### src/rtl/iic_slave_pkg.sv
`default_nettype none
// ============================================================================
// Module  : iic_slave_pkg
// Brief   : Shared types and constants for the iic_slave_regs I2C target.
// Revision: 1.0 - initial release
// ============================================================================
package iic_slave_pkg;

    localparam logic [2:0] BIT_LAST    = 3'd7;
    localparam int         SYNC_STAGES = 2;

    typedef enum logic [2:0] {
        ST_IDLE    = 3'd0,
        ST_DEV     = 3'd1,
        ST_ADDR_HI = 3'd2,
        ST_ADDR_LO = 3'd3,
        ST_WR_DATA = 3'd4,
        ST_RD_DATA = 3'd5,
        ST_WAIT    = 3'd6
    } state_e;

    // Position inside a 9-bit byte slot: data bits, our ACK, or the master's ACK.
    typedef enum logic [1:0] {
        PH_DATA = 2'd0,
        PH_ACK  = 2'd1,
        PH_MACK = 2'd2
    } phase_e;

endpackage
`default_nettype wire

### src/rtl/iic_slave_regs_sync.sv
`default_nettype none
// ============================================================================
// Module  : iic_bus_sync
// Brief   : SCL/SDA synchronizers, SCL edge detect and START/STOP detect.
// Revision: 1.0 - initial release
// ============================================================================
module iic_bus_sync
    import iic_slave_pkg::*;
(
    input  logic sys_clk,
    input  logic sys_rst,
    input  logic i_scl,
    input  logic i_sda,
    output logic o_scl_rise,
    output logic o_scl_fall,
    output logic o_start,
    output logic o_stop,
    output logic o_sda
);

    logic [SYNC_STAGES-1:0] r_scl_sync_q;
    logic [SYNC_STAGES-1:0] r_sda_sync_q;
    logic                   r_scl_hist_q;
    logic                   r_sda_hist_q;
    logic                   w_scl_s;
    logic                   w_sda_s;

    // Idle bus is high, so reset to 1 to avoid phantom edges after reset.
    always_ff @(posedge sys_clk) begin
        if (sys_rst) begin
            r_scl_sync_q <= '1;
            r_sda_sync_q <= '1;
            r_scl_hist_q <= 1'b1;
            r_sda_hist_q <= 1'b1;
        end else begin
            r_scl_sync_q <= {r_scl_sync_q[SYNC_STAGES-2:0], i_scl};
            r_sda_sync_q <= {r_sda_sync_q[SYNC_STAGES-2:0], i_sda};
            r_scl_hist_q <= w_scl_s;
            r_sda_hist_q <= w_sda_s;
        end
    end

    assign w_scl_s    = r_scl_sync_q[SYNC_STAGES-1];
    assign w_sda_s    = r_sda_sync_q[SYNC_STAGES-1];
    assign o_sda      = w_sda_s;
    assign o_scl_rise = w_scl_s & ~r_scl_hist_q;
    assign o_scl_fall = ~w_scl_s & r_scl_hist_q;
    assign o_start    = w_scl_s & r_scl_hist_q & ~w_sda_s & r_sda_hist_q;
    assign o_stop     = w_scl_s & r_scl_hist_q & w_sda_s & ~r_sda_hist_q;

endmodule
`default_nettype wire

### src/rtl/iic_slave_regs.sv
`default_nettype none
// ============================================================================
// Module  : iic_slave_regs
// Brief   : I2C target for 16-bit address / 8-bit data register access.
// Revision: 1.0 - initial release
// ============================================================================
module iic_slave_regs
    import iic_slave_pkg::*;
#(
    parameter logic [6:0] DEV_ADDR  = 7'h59,
    parameter int         ADDR_BYTE = 2
) (
    input  logic        sys_clk,
    input  logic        sys_rst,
    input  logic        iic_scl,
    input  logic        sda_in,
    output logic        sda_out_en,
    output logic [15:0] reg_addr,
    output logic        reg_wr,
    output logic [7:0]  reg_wdata,
    output logic        reg_rd,
    input  logic [7:0]  reg_rdata,
    output logic        busy
);

    logic        w_scl_rise;
    logic        w_scl_fall;
    logic        w_start;
    logic        w_stop;
    logic        w_sda_s;

    state_e      r_state_q,   w_state_d;
    phase_e      r_phase_q,   w_phase_d;
    logic [2:0]  r_bit_cnt_q, w_bit_cnt_d;
    logic [7:0]  r_shift_q,   w_shift_d;
    logic        r_sda_oe_q,  w_sda_oe_d;
    logic [15:0] r_addr_q,    w_addr_d;
    logic        r_wr_q,      w_wr_d;
    logic [7:0]  r_wdata_q,   w_wdata_d;
    logic        r_rd_q,      w_rd_d;
    logic        r_busy_q,    w_busy_d;
    logic [7:0]  w_byte;
    logic        w_dev_match;

    iic_bus_sync u_sync (
        .sys_clk    (sys_clk),
        .sys_rst    (sys_rst),
        .i_scl      (iic_scl),
        .i_sda      (sda_in),
        .o_scl_rise (w_scl_rise),
        .o_scl_fall (w_scl_fall),
        .o_start    (w_start),
        .o_stop     (w_stop),
        .o_sda      (w_sda_s)
    );

    assign w_byte      = {r_shift_q[6:0], w_sda_s};
    assign w_dev_match = (w_byte[7:1] == DEV_ADDR);

    always_comb begin
        w_state_d   = r_state_q;
        w_phase_d   = r_phase_q;
        w_bit_cnt_d = r_bit_cnt_q;
        w_shift_d   = r_shift_q;
        w_sda_oe_d  = r_sda_oe_q;
        w_addr_d    = r_addr_q;
        w_wr_d      = 1'b0;
        w_wdata_d   = r_wdata_q;
        w_rd_d      = 1'b0;
        w_busy_d    = r_busy_q;

        // Post-strobe bookkeeping: advance pointer, load read data.
        if (r_wr_q) begin
            w_addr_d = r_addr_q + 16'd1;
        end
        if (r_rd_q) begin
            w_shift_d = reg_rdata;
            w_addr_d  = r_addr_q + 16'd1;
        end

        if (w_stop) begin
            w_state_d   = ST_IDLE;
            w_phase_d   = PH_DATA;
            w_bit_cnt_d = 3'd0;
            w_sda_oe_d  = 1'b0;
            w_busy_d    = 1'b0;
        end else if (w_start) begin
            w_state_d   = ST_DEV;
            w_phase_d   = PH_DATA;
            w_bit_cnt_d = 3'd0;
            w_sda_oe_d  = 1'b0;
        end else begin
            case (r_state_q)
                ST_DEV, ST_ADDR_HI, ST_ADDR_LO, ST_WR_DATA: begin
                    if (r_phase_q == PH_ACK) begin
                        if (w_scl_fall) begin
                            w_sda_oe_d = 1'b1;
                        end else if (w_scl_rise) begin
                            w_phase_d = PH_DATA;
                        end
                    end else if (w_scl_fall) begin
                        w_sda_oe_d = 1'b0;
                    end else if (w_scl_rise) begin
                        w_shift_d = w_byte;
                        if (r_bit_cnt_q == BIT_LAST) begin
                            w_bit_cnt_d = 3'd0;
                            w_phase_d   = PH_ACK;
                            case (r_state_q)
                                ST_DEV: begin
                                    if (!w_dev_match) begin
                                        w_state_d = ST_WAIT;
                                        w_phase_d = PH_DATA;
                                    end else begin
                                        w_busy_d = 1'b1;
                                        if (w_byte[0]) begin
                                            w_rd_d    = 1'b1;
                                            w_state_d = ST_RD_DATA;
                                        end else begin
                                            w_state_d = (ADDR_BYTE == 2) ? ST_ADDR_HI : ST_ADDR_LO;
                                        end
                                    end
                                end
                                ST_ADDR_HI: begin
                                    w_addr_d[15:8] = w_byte;
                                    w_state_d      = ST_ADDR_LO;
                                end
                                ST_ADDR_LO: begin
                                    w_addr_d[7:0] = w_byte;
                                    w_state_d     = ST_WR_DATA;
                                end
                                default: begin
                                    w_wr_d    = 1'b1;
                                    w_wdata_d = w_byte;
                                end
                            endcase
                        end else begin
                            w_bit_cnt_d = r_bit_cnt_q + 3'd1;
                        end
                    end
                end
                ST_RD_DATA: begin
                    case (r_phase_q)
                        PH_ACK: begin
                            if (w_scl_fall) begin
                                w_sda_oe_d = 1'b1;
                            end else if (w_scl_rise) begin
                                w_phase_d = PH_DATA;
                            end
                        end
                        PH_DATA: begin
                            // Open drain: a 0 bit pulls the line, a 1 bit releases it.
                            if (w_scl_fall) begin
                                w_sda_oe_d = ~r_shift_q[7];
                                w_shift_d  = {r_shift_q[6:0], 1'b0};
                            end else if (w_scl_rise) begin
                                if (r_bit_cnt_q == BIT_LAST) begin
                                    w_bit_cnt_d = 3'd0;
                                    w_phase_d   = PH_MACK;
                                end else begin
                                    w_bit_cnt_d = r_bit_cnt_q + 3'd1;
                                end
                            end
                        end
                        default: begin
                            if (w_scl_fall) begin
                                w_sda_oe_d = 1'b0;
                            end else if (w_scl_rise) begin
                                w_phase_d = PH_DATA;
                                if (w_sda_s) begin
                                    w_state_d = ST_WAIT;
                                end else begin
                                    w_rd_d = 1'b1;
                                end
                            end
                        end
                    endcase
                end
                default: begin
                    w_sda_oe_d = 1'b0;
                end
            endcase
        end

        if (ADDR_BYTE == 1) begin
            w_addr_d[15:8] = 8'h00;
        end
    end

    always_ff @(posedge sys_clk) begin
        if (sys_rst) begin
            r_state_q   <= ST_IDLE;
            r_phase_q   <= PH_DATA;
            r_bit_cnt_q <= 3'd0;
            r_shift_q   <= 8'h00;
            r_sda_oe_q  <= 1'b0;
            r_addr_q    <= 16'h0000;
            r_wr_q      <= 1'b0;
            r_wdata_q   <= 8'h00;
            r_rd_q      <= 1'b0;
            r_busy_q    <= 1'b0;
        end else begin
            r_state_q   <= w_state_d;
            r_phase_q   <= w_phase_d;
            r_bit_cnt_q <= w_bit_cnt_d;
            r_shift_q   <= w_shift_d;
            r_sda_oe_q  <= w_sda_oe_d;
            r_addr_q    <= w_addr_d;
            r_wr_q      <= w_wr_d;
            r_wdata_q   <= w_wdata_d;
            r_rd_q      <= w_rd_d;
            r_busy_q    <= w_busy_d;
        end
    end

    assign sda_out_en = r_sda_oe_q;
    assign reg_addr   = r_addr_q;
    assign reg_wr     = r_wr_q;
    assign reg_wdata  = r_wdata_q;
    assign reg_rd     = r_rd_q;
    assign busy       = r_busy_q;

endmodule
`default_nettype wire

### config.mk
export PLATFORM = sky130hd
export DESIGN_NAME = iic_slave_regs
export DESIGN_NICKNAME = d
export VERILOG_FILES = /design/src/rtl/iic_slave_pkg.sv /design/src/rtl/iic_slave_regs_sync.sv /design/src/rtl/iic_slave_regs.sv
export SDC_FILE = /design/constraint.sdc
export NUM_CORES = 1
export LEC_CHECK = 0
export ABC_AREA = 1
export BUFFER_PORTS_ARGS = -buffer_cell sky130_fd_sc_hd__buf_2
export CAP_MARGIN = 15
export CORE_MARGIN = 2
export CORE_UTILIZATION = 55
export CTS_CLUSTER_SIZE = 16
export DETAILED_ROUTE_END_ITERATION = 12
export HOLD_SLACK_MARGIN = 0.08
export PLACE_DENSITY = 0.85
export SLEW_MARGIN = 10
export SYNTH_ARGS = -nofsm -noshare
export SYNTH_HDL_FRONTEND = slang
export SYNTH_SLANG_ARGS = --single-unit
### constraint.sdc
create_clock -name sys_clk -period 1.7 [get_ports sys_clk]
set_input_delay 0.085 -clock sys_clk [delete_from_list [all_inputs] [get_ports sys_clk]]
set_output_delay 0.085 -clock sys_clk [all_outputs]
set_load 0.02 [all_outputs]
==> metrics, run 1 <==
run status=finished, final reports clean; xor/xnor share of the synthesized area=1.59%; Clk pwr share=36.2%; Hold/Removal Path Class=in -> reg; count of cell types in the netlist=35; leading post-synthesis cells by cell area=dfxtp_1 (36%), nand2_1 (15%), inv_1 (7.9%); mean area per synthesized cell=6.72 sq um; crit path launch type=flop; CP Class=reg -> reg; Worst Tran Pin Value=0.596 ns; Final setup viols=0; Overall Global Routing Usage=24.4%; Compound-Gate Fraction of Synth Area=17.3%; Area Growth Syn to Fin=15.0%; final wirelength=6.36 mm; CTS tree=done; vias in the first global route=2456; DPL Wire Length=4.83 mm; Yosys reg bits=50; Mapped Area=0.00276 sq mm; synth warn=0; Yosys top cell area share=36.2%; internal power=1.56 mW; post-synthesis mux area share=0%; 1st-pass router iterations=4; final hold vios=0; total power draw=2.07 mW; worst r2r src=r_bit_cnt_q[0]; most frequent cell after synthesis=nand2_1; largest stage delay on the critical path=0.35 ns; final worst path period share=91.3%; cell taking the most area after synthesis=dfxtp_1; Slowest-stage cell, CP=dfxtp_1; Initial Util=57.7%; Post-Synth Adder-Cell Area=1.36%; Post-Synthesis Cells=411; Seq pwr share=57.5%; crit end category=flop; number of buffers added on ports=39; Power Dens Cells=652 mW/mm^2; final net count=473; placed instance area=0.00305 sq mm; LEAKAGE=1.47 nW; CTS sink cnt=50; Setup Skew=0.0104 ns; Synth top cells by count=nand2_1 (111), inv_1 (58), dfxtp_1 (50), a21oi_1 (37), nor2_1 (34); Synthesized Nets=426; Setup Fix Bufs, Post-CTS=0; Min Clock Period, post-route=1.55 ns; DRC=0; Die X-Extent=74.9 um; post-synthesis sequential area ratio=36.2%; largest family of logic cells by synthesized area=simple AND/OR/NAND/NOR gates; share of synthesized registers carrying an async set or reset=0%; maximum vdd drop=0.568 mV; number of antenna-violating nets in the routed design=0; max_cap viols=0; Post-synth EDFFs=0; clk root buf=clkbuf_8; clk buf depth=2; vias per cell=5.17; Critical Path AT=1.74 ns; Avg WL per Cell=12.1 um; total gr overflow=0; CTS H-Tree Depth=2; ratio of cells with drive above 1 in the final layout=20.5%; clock-pin slew on the worst setup and hold paths=0.10 ns; Final Cell Area=0.00318 sq mm; P_sw=0.510 mW; Clk Latency, worst-skew pair=0.31 ns; CP Max Fanout=10; sw frac=24.6%; first-iteration detailed-routing DRC count=196; Vias=2718; min-delay src=reg_rdata[1]; chip height=74.9 um; initial antenna violation count=0; first-pass GRT wire length=10.5 mm; simple-gate share of the synthesized area=33.4%; number of diodes=0; Comb pwr share=6.3%; Slew headroom=60.2%; Cell Rows=25; Max Clk Rate=645 MHz; R2R setup slack=0.15 ns; Worst Setup SP=r_bit_cnt_q[0]; WP data required=1.89 ns; Die Footprint=0.00561 sq mm; Boundary Pins=40; gpl congestion=0.903; cells along the critical path=ha_1 > ha_2 > nand2_2 > nor2_4 > inv_4 > o21ai_0 > a21oi_1; Primary FF master, synth=dfxtp_1; core area=0.00479 sq mm; largest net degree at the start of global routing=23; CTS buffer count=5; Max Slew Vio Count=0
power by group through the flow:
stage	clock network (mW)	logic, mW	registers, mW
floorplan	0	0.0878	1.22
finish	0.750	0.130	1.19
detailed placement	0	0.124	1.22
CTS	0.767	0.128	1.19
global placement	0	0.122	1.22
global route	0.818	0.145	1.19
registers in the layout (all words and copies together), names as in the netlist, 2 cells and up:
register             count
r_state_q                3
r_phase_q                2
u_sync.r_scl_sync_q      2
r_shift_q                8
u_sync.r_sda_sync_q      2
r_bit_cnt_q              3
reg_wdata                8
reg_addr                16
cell usage in the layout, fill, tap and decap left out:
| cell type | count |
|---|---|
| ha_2 | 1 |
| nand3_1 | 15 |
| buf_2 | 39 |
| nand2_2 | 7 |
| inv_2 | 5 |
| or2_2 | 4 |
| a21o_1 | 1 |
| ha_1 | 2 |
| o21ai_1 | 2 |
| nand4_4 | 1 |
| nor2_4 | 4 |
| dlygate4sd3_1 | 2 |
| clkinvlp_4 | 1 |
| inv_6 | 1 |
| o211ai_1 | 5 |
| a211oi_1 | 1 |
| o21ai_0 | 28 |
| nor2_1 | 34 |
| nor4_1 | 2 |
| o21bai_1 | 2 |
| clkbuf_8 | 6 |
| nand4_1 | 5 |
| xnor2_1 | 1 |
| inv_4 | 1 |
| nand2_1 | 110 |
| a21oi_1 | 37 |
| dfxtp_1 | 50 |
| nand3_2 | 4 |
| o2111ai_4 | 1 |
| nor2_2 | 6 |
| xor2_1 | 4 |
| inv_1 | 58 |
| nor3_2 | 2 |
| buf_4 | 6 |
| nor3_1 | 4 |
| nand3_4 | 1 |
| o21ai_2 | 4 |
| o22ai_1 | 2 |
critical path, delay by kind of cell (launching register included):
kind / cells / cell delay [ns]
simple gates: 2 / 0.30
buf+inv: 1 / 0.09
flops: 1 / 0.35
fa+ha+maj: 2 / 0.39
compound gates: 2 / 0.30
path summary, 6_finish.rpt:
kind,endpoint,cells past startpoint
max,reg_addr[7],7
min,r_shift_q[1],5
max reg2reg,reg_addr[7],7
min reg2reg,u_sync.r_scl_sync_q[1],1
through the flow:
step / std cells / setup TNS [ns] / setup slack (ns) / utilization, % / hold WS, ns
finish: 526 / 0 / 0.149 / 66.4 / 0.145
global route: 526 / -0.00644 / -0.00644 / 66.4 / 0.142
CTS: 526 / 0 / 0.121 / 66.2 / 0.120
detailed placement: 516 / 0 / 0.145 / 63.7 / 0.269
global placement: 516 / 0 / 0.200 / 63.7 / 0.268
floorplan: 411 / 0 / 0.217 / - / 0.189
cell type report:
type | count | area [sq um]
Sequential cell | 50 | 1000
Clock inverter | 2 | 16.3
Inverter | 64 | 243
Multi-Input combinational cell | 290 | 1490
Clock buffer | 6 | 82.6
Tap cell | 67 | 83.8
Timing Repair Buffer | 47 | 260
Fill cell | 415 | 1610
metal layers:
metal	global-route usage, %	vias up	part of all wire, %
met3	4.82	10	5.8
met1	28.3	1204	42
met5	0	-	0
li1	-	1411	-
met4	8.73	0	1.6
met2	44.2	93	50
logic make-up (layout without fill, tap and decap cells):
kind of cell | after synthesis | count (layout)
flops | 50 | 50
compound gates | 83 | 83
fa+ha+maj | 3 | 3
simple gates | 199 | 199
buf+inv | 71 | 119
xor+xnor | 5 | 5
repair_timing:
| action | 4_1_cts | 5_1_grt |
|---|---|---|
| endpoints found under the setup margin | 0 | 3 |
| gates resized for setup | 0 | 3 |
| hold buffers | 2 | 0 |
| hold endpoints to repair | 2 | 0 |
Power figures use the tool's default switching activity.
==> run 2, diff against run 1 <==
Clock period 1.7 ns to 1.45 ns, I/O delays scaled along.
==> run 2 against run 1 <==
Effect of this change:
- the flow now finishes with violations (negative setup slack)
- via count grew 9.6%
- register-to-register slack lost 0.16 ns
- combinational power grew 36%
- cell count grew 4.2%
- largest power group unchanged
==> metrics, run 2 (same netlist as run 1, synthesis figures left out) <==
clk buf depth=2; pre-CTS WS=-0.0221 ns; WP data required=1.66 ns; Vias=2978; number of buffers added on ports=39; crit path launch type=flop; 1st-pass router iterations=5; largest stage delay on the critical path=0.37 ns; run status=finished with violations; Critical Path AT=1.68 ns; most common cell after layout, fill and taps aside=nand2_1; setup repair after global routing missed its margin=yes; max reg flops=16; Max Slew Vio Count=0; clk root buf=clkbuf_8; Hold/Removal Path Class=in -> reg; hold slack=0.114 ns; setup_tns=-0.0161 ns; LEAKAGE=1.61 nW; CTS buffer count=5; Register Area=0.00102 sq mm; final worst path period share=101%; gpl congestion=0.935; CP Max Fanout=5; number of diodes=0; Die Footprint=0.00561 sq mm; final worst slack=-0.0161 ns; most frequent cells in the layout=nand2_1 (104), inv_1 (53), dfxtp_1 (39), buf_2 (39), a21oi_1 (36); Initial Util=57.7%; maximum vdd drop=0.693 mV; crit end category=flop; Die X-Extent=74.9 um; Worst Tran Pin Value=0.636 ns; DRC=0; largest net degree at the start of global routing=23; CP Class=reg -> reg; Avg WL per Cell=13.7 um; Max Clk Rate=682 MHz; total gr overflow=0; final wirelength=7.50 mm; Slowest-stage cell, CP=dfxtp_1; Slew headroom=57.6%; Clk Latency, worst-skew pair=0.31 ns; Area Growth Syn to Fin=26.8%; Fillers=382; clock-pin slew on the worst setup and hold paths=0.09 ns; number of antenna-violating nets in the routed design=0; Power Dens Cells=691 mW/mm^2; CTS sink cnt=50; ratio of cells with drive above 1 in the final layout=31.0%; Setup Skew=0.00718 ns; vias in the first global route=2576; DPL Wire Length=5.21 mm; initial antenna violation count=0; chip height=74.9 um; core area=0.00479 sq mm; total power draw=2.42 mW; violated checks=negative setup slack; max_cap viols=0; Worst path most repeated cell=nor2_4; first-iteration detailed-routing DRC count=179; CTS tree=done; Final setup viols=1; final hold vios=0; Bufs and invs on worst path=3; Overall Global Routing Usage=25.6%; cells along the critical path=inv_2 > nor2_4 > nor2_4 > nand2_4 > nor2_4 > buf_4 > a21oi_1 > o21ai_0 > nand2_1 > inv_1; first-pass GRT wire length=11.1 mm; final core utilization=73.2%; area of the multi-input gates=0.00163 sq mm; Min Clock Period, post-route=1.47 ns; final net count=495; Boundary Pins=40; vias per cell=5.43; CTS H-Tree Depth=2; Crit path max-delay family=simple AND/OR/NAND/NOR gates; Cell Rows=25
## run 2: cell count changes in the layout (fill, tap and decap cells not counted), moves of 3 or more
cell | before | now
o21ai_0 | 28 | 24
nand2_4 | 0 | 4
nand3_4 | 1 | 4
dfxtp_2 | 0 | 9
buf_4 | 6 | 27
nor2_4 | 4 | 8
o21ai_1 | 2 | 5
nor2_1 | 34 | 30
nand2_1 | 110 | 104
inv_2 | 5 | 9
dfxtp_1 | 50 | 39
inv_1 | 58 | 53
## run 2: where the power goes
group	total, mW	leakage (nW)	internal [mW]	switching [mW]
clock	0.846	0.0472	0.384	0.462
combinational	0.177	1.16	0.0641	0.113
sequential	1.40	0.409	1.38	0.0138
total	2.42	1.61	1.83	0.589
## run 2: repair_timing
action / 4_1_cts / 5_1_grt
setup endpoints to repair: 7 / 39
resized for setup: 3 / 53
gates cloned: 0 / 1
buffers inserted: 0 / 9
endpoints found under the hold margin: 2 / 0
hold buffers: 2 / 0
pin swaps: 0 / 11
## run 2: through the flow
step / cell area (sq um) / instances
floorplan: 2770 / 411
global placement: 3140 / 528
detailed placement: 3140 / 528
CTS: 3260 / 538
global route: 3500 / 548
finish: 3500 / 548
## run 2: worst reg2reg max path: cells and delay by family, from the launching register on
kind,cells,cell delay (ns)
buffers and inverters,3,0.25
DFF,1,0.37
AOI/OAI and AO/OA,2,0.24
and+or+nand+nor,5,0.51
## run 2: per-layer routing
metal  vias to the layer above  wire (um)  part of all wire [%]  track usage [%]
met2                       128       3850                    51             45.2
met4                         0        254                   3.4             12.3
met3                        29        421                   5.6             5.62
met5                         -          0                     0                0
met1                      1364       2980                    40             29.2
li1                       1457          -                     -                -
## run 2: final cells by class
class,count,area share (%)
Clock buffer,6,2.36
Clock inverter,2,0.357
Inverter,64,7.07
Multi-Input combinational cell,290,46.6
Sequential cell,50,29.1
Tap cell,67,2.39
Timing Repair Buffer,68,11.9
Timing Repair inverter,1,0.143
## run 2: path summary, 6_finish.rpt
| check | depth (start not counted) | startpoint | endpoint | slack [ns] |
|---|---|---|---|---|
| hold reg to reg | 1 | u_sync.r_sda_sync_q[0] | u_sync.r_sda_sync_q[1] | 0.42 |
| setup / recovery | 10 | r_phase_q[0] | reg_addr[6] | -0.02 |
| hold / removal | 5 | reg_rdata[6] | r_shift_q[6] | 0.11 |
| setup reg to reg | 10 | r_phase_q[0] | reg_addr[6] | -0.02 |
==> run 3, diff against run 2 <==
Settings changed: SYNTH_HIERARCHICAL set to 1.
==> run 3 against run 2 <==
Effect of this change:
- the flow still finishes with violations (negative setup slack)
- non-clock buffer count grew 28
- die area is 4.0% lower
- wire length rose by 1.3%
- first-iteration DRC count up 3.4%
- worst hold slack got worse by 0.018 ns
- clock skew increased by 0.0034 ns
- total power rose by 31%
- utilization is 4.2 points higher
- count of clock-buffer cells in the layout stayed put
- critical path type unchanged
- largest power group unchanged
==> metrics, run 3 <==
run status=finished with violations; violated checks=negative setup slack; Final setup viols=35; count of cell types in the netlist=37; Vias=2858; Yosys reg bits=50; initial antenna violation count=0; LEAKAGE=1.64 nW; Die Footprint=0.00538 sq mm; Synth top cells by count=nand2_1 (67), dfxtp_1 (50), inv_1 (44), nor2_1 (35), a21oi_1 (27); clk root buf=clkbuf_8; synth warn=6; final worst path period share=108%; total gr overflow=0; Max Slew Vio Count=0; Post-synth EDFFs=0; setup repair after global routing missed its margin=yes; Die X-Extent=73.4 um; maximum vdd drop=0.632 mV; Cell Rows=25; total power draw=3.17 mW; WP data required=1.64 ns; Register Area=0.00102 sq mm; CTS buffer count=5; final net count=474; most frequent cells in the layout=nand2_1 (61), buf_4 (42), inv_1 (41); Worst Tran Pin Value=0.625 ns; chip height=73.4 um; Final Cell Area=0.00363 sq mm; Avg WL per Cell=14.8 um; most frequent cell after synthesis=nand2_1; DRC=0; number of diodes=0; largest net degree at the start of global routing=24; Overall Global Routing Usage=29.3%; vias per cell=5.56; Hold/Removal Path Class=in -> reg; final wirelength=7.60 mm; final worst slack=-0.112 ns; CTS H-Tree Depth=2; Yosys top cell area share=37.8%; first-pass GRT wire length=12.4 mm; Setup Skew=0.0105 ns; setup_tns=-2.07 ns; Primary FF master, synth=dfxtp_1; Critical Path AT=1.75 ns; max_cap viols=0; final std cells w/o fill=514; crit path launch type=flop; Max Clk Rate=640 MHz; Mapped Area=0.00265 sq mm; CP Class=reg -> reg; Min Clock Period, post-route=1.56 ns; Clk Latency, worst-skew pair=0.31 ns; CP Max Fanout=5; mean area per synthesized cell=7.29 sq um; 1st-pass router iterations=4; Area Growth Syn to Fin=37.1%; share of synthesized registers carrying an async set or reset=0%; area of the multi-input gates=0.00157 sq mm; crit end category=flop; ratio of cells with drive above 1 in the final layout=37.2%; clock-pin slew on the worst setup and hold paths=0.09 ns; Synthesized Nets=378; Post-Synthesis Cells=363; clk buf depth=2; core area=0.00469 sq mm; placed instance area=0.00317 sq mm; number of buffers added on ports=39; pre-CTS WS=-0.125 ns; cell taking the most area after synthesis=dfxtp_1; Slew headroom=58.3%; leading post-synthesis cells by cell area=dfxtp_1 (38%), nand2_1 (9.5%), inv_1 (6.2%); Boundary Pins=40; Power Dens Cells=874 mW/mm^2; post-synthesis sequential area ratio=37.8%; vias in the first global route=2825; DPL Wire Length=5.03 mm; max reg flops=16; final hold vios=0; # placed instances=487; first-iteration detailed-routing DRC count=185; Initial Util=56.4%; gpl congestion=0.916; Fillers=345; CTS tree=done; number of antenna-violating nets in the routed design=0; CTS sink cnt=50; most common cell after layout, fill and taps aside=nand2_1
run 3: cell families (layout without fill, tap and decap cells):
kind of cell / Yosys count / in the layout / synth area share [%]
AO/OA/AOI/OAI: 74 / 74 / 17.8
multiplexers: 2 / 2 / 0.757
flip-flops: 50 / 50 / 37.8
XOR/XNOR: 6 / 6 / 1.99
buffers and inverters: 57 / 153 / 8.79
adder cells (fa/ha/maj): 3 / 3 / 1.42
AND/OR/NAND/NOR: 171 / 172 / 31.4
run 3: power breakdown:
part	switching, mW	internal (mW)	leakage (nW)
Clock	0.470	0.515	0.0514
Sequential	0.0612	1.42	0.407
Combinational	0.453	0.254	1.19
Total	0.985	2.19	1.64
run 3: what timing repair did:
item,in CTS,in global routing
hold buffers,10,0
hold endpoints to repair,12,0
endpoints found under the setup margin,41,44
gates cloned,1,0
setup buffers,5,3
resized for setup,27,22
pin swaps,9,18
run 3: layout make-up:
class | instances | area share, %
tap | 54 | 1.86
inverter | 49 | 5.07
clock inverter | 2 | 1.03
sequential | 50 | 28.0
multi-input combinational | 257 | 43.4
timing repair buffer | 96 | 18.6
clock buffer | 6 | 2.00
run 3: stage by stage:
step	util [%]	hold slack (ns)
floorplan	-	0.170
detailed placement	67.7	0.262
global placement	67.7	0.252
finish	77.3	0.0958
CTS	75.3	0.0857
global route	77.3	0.102
run 3: worst paths after layout:
path | to | slack, ns | start | cells past startpoint
hold / removal | r_shift_q[4] | 0.1 | reg_rdata[4] | 3
hold reg to reg | u_sync/r_sda_sync_q[1] | 0.42 | u_sync/r_sda_sync_q[0] | 1
setup reg to reg | reg_wdata[2] | -0.11 | u_sync/r_scl_sync_q[1] | 10
setup / recovery | reg_wdata[2] | -0.11 | u_sync/r_scl_sync_q[1] | 10
run 3: critical path: stages (launching register included):
cell	delay, ns
dfxtp_2	0.37
inv_2	0.04
nor2_1	0.07
inv_1	0.07
nor2_4	0.13
nand2_2	0.08
nor2_4	0.14
buf_12	0.14
nand4_4	0.13
o21ai_0	0.23
a21oi_2	0.04
run 3: routing by layer:
metal | global-route usage [%] | up-vias | share of wire [%]
li1 | - | 1390 | -
met1 | 34.8 | 1328 | 39
met2 | 52.0 | 117 | 52
met3 | 5.49 | 23 | 5.6
met4 | 11.7 | 0 | 2.9
met5 | 0 | - | 0
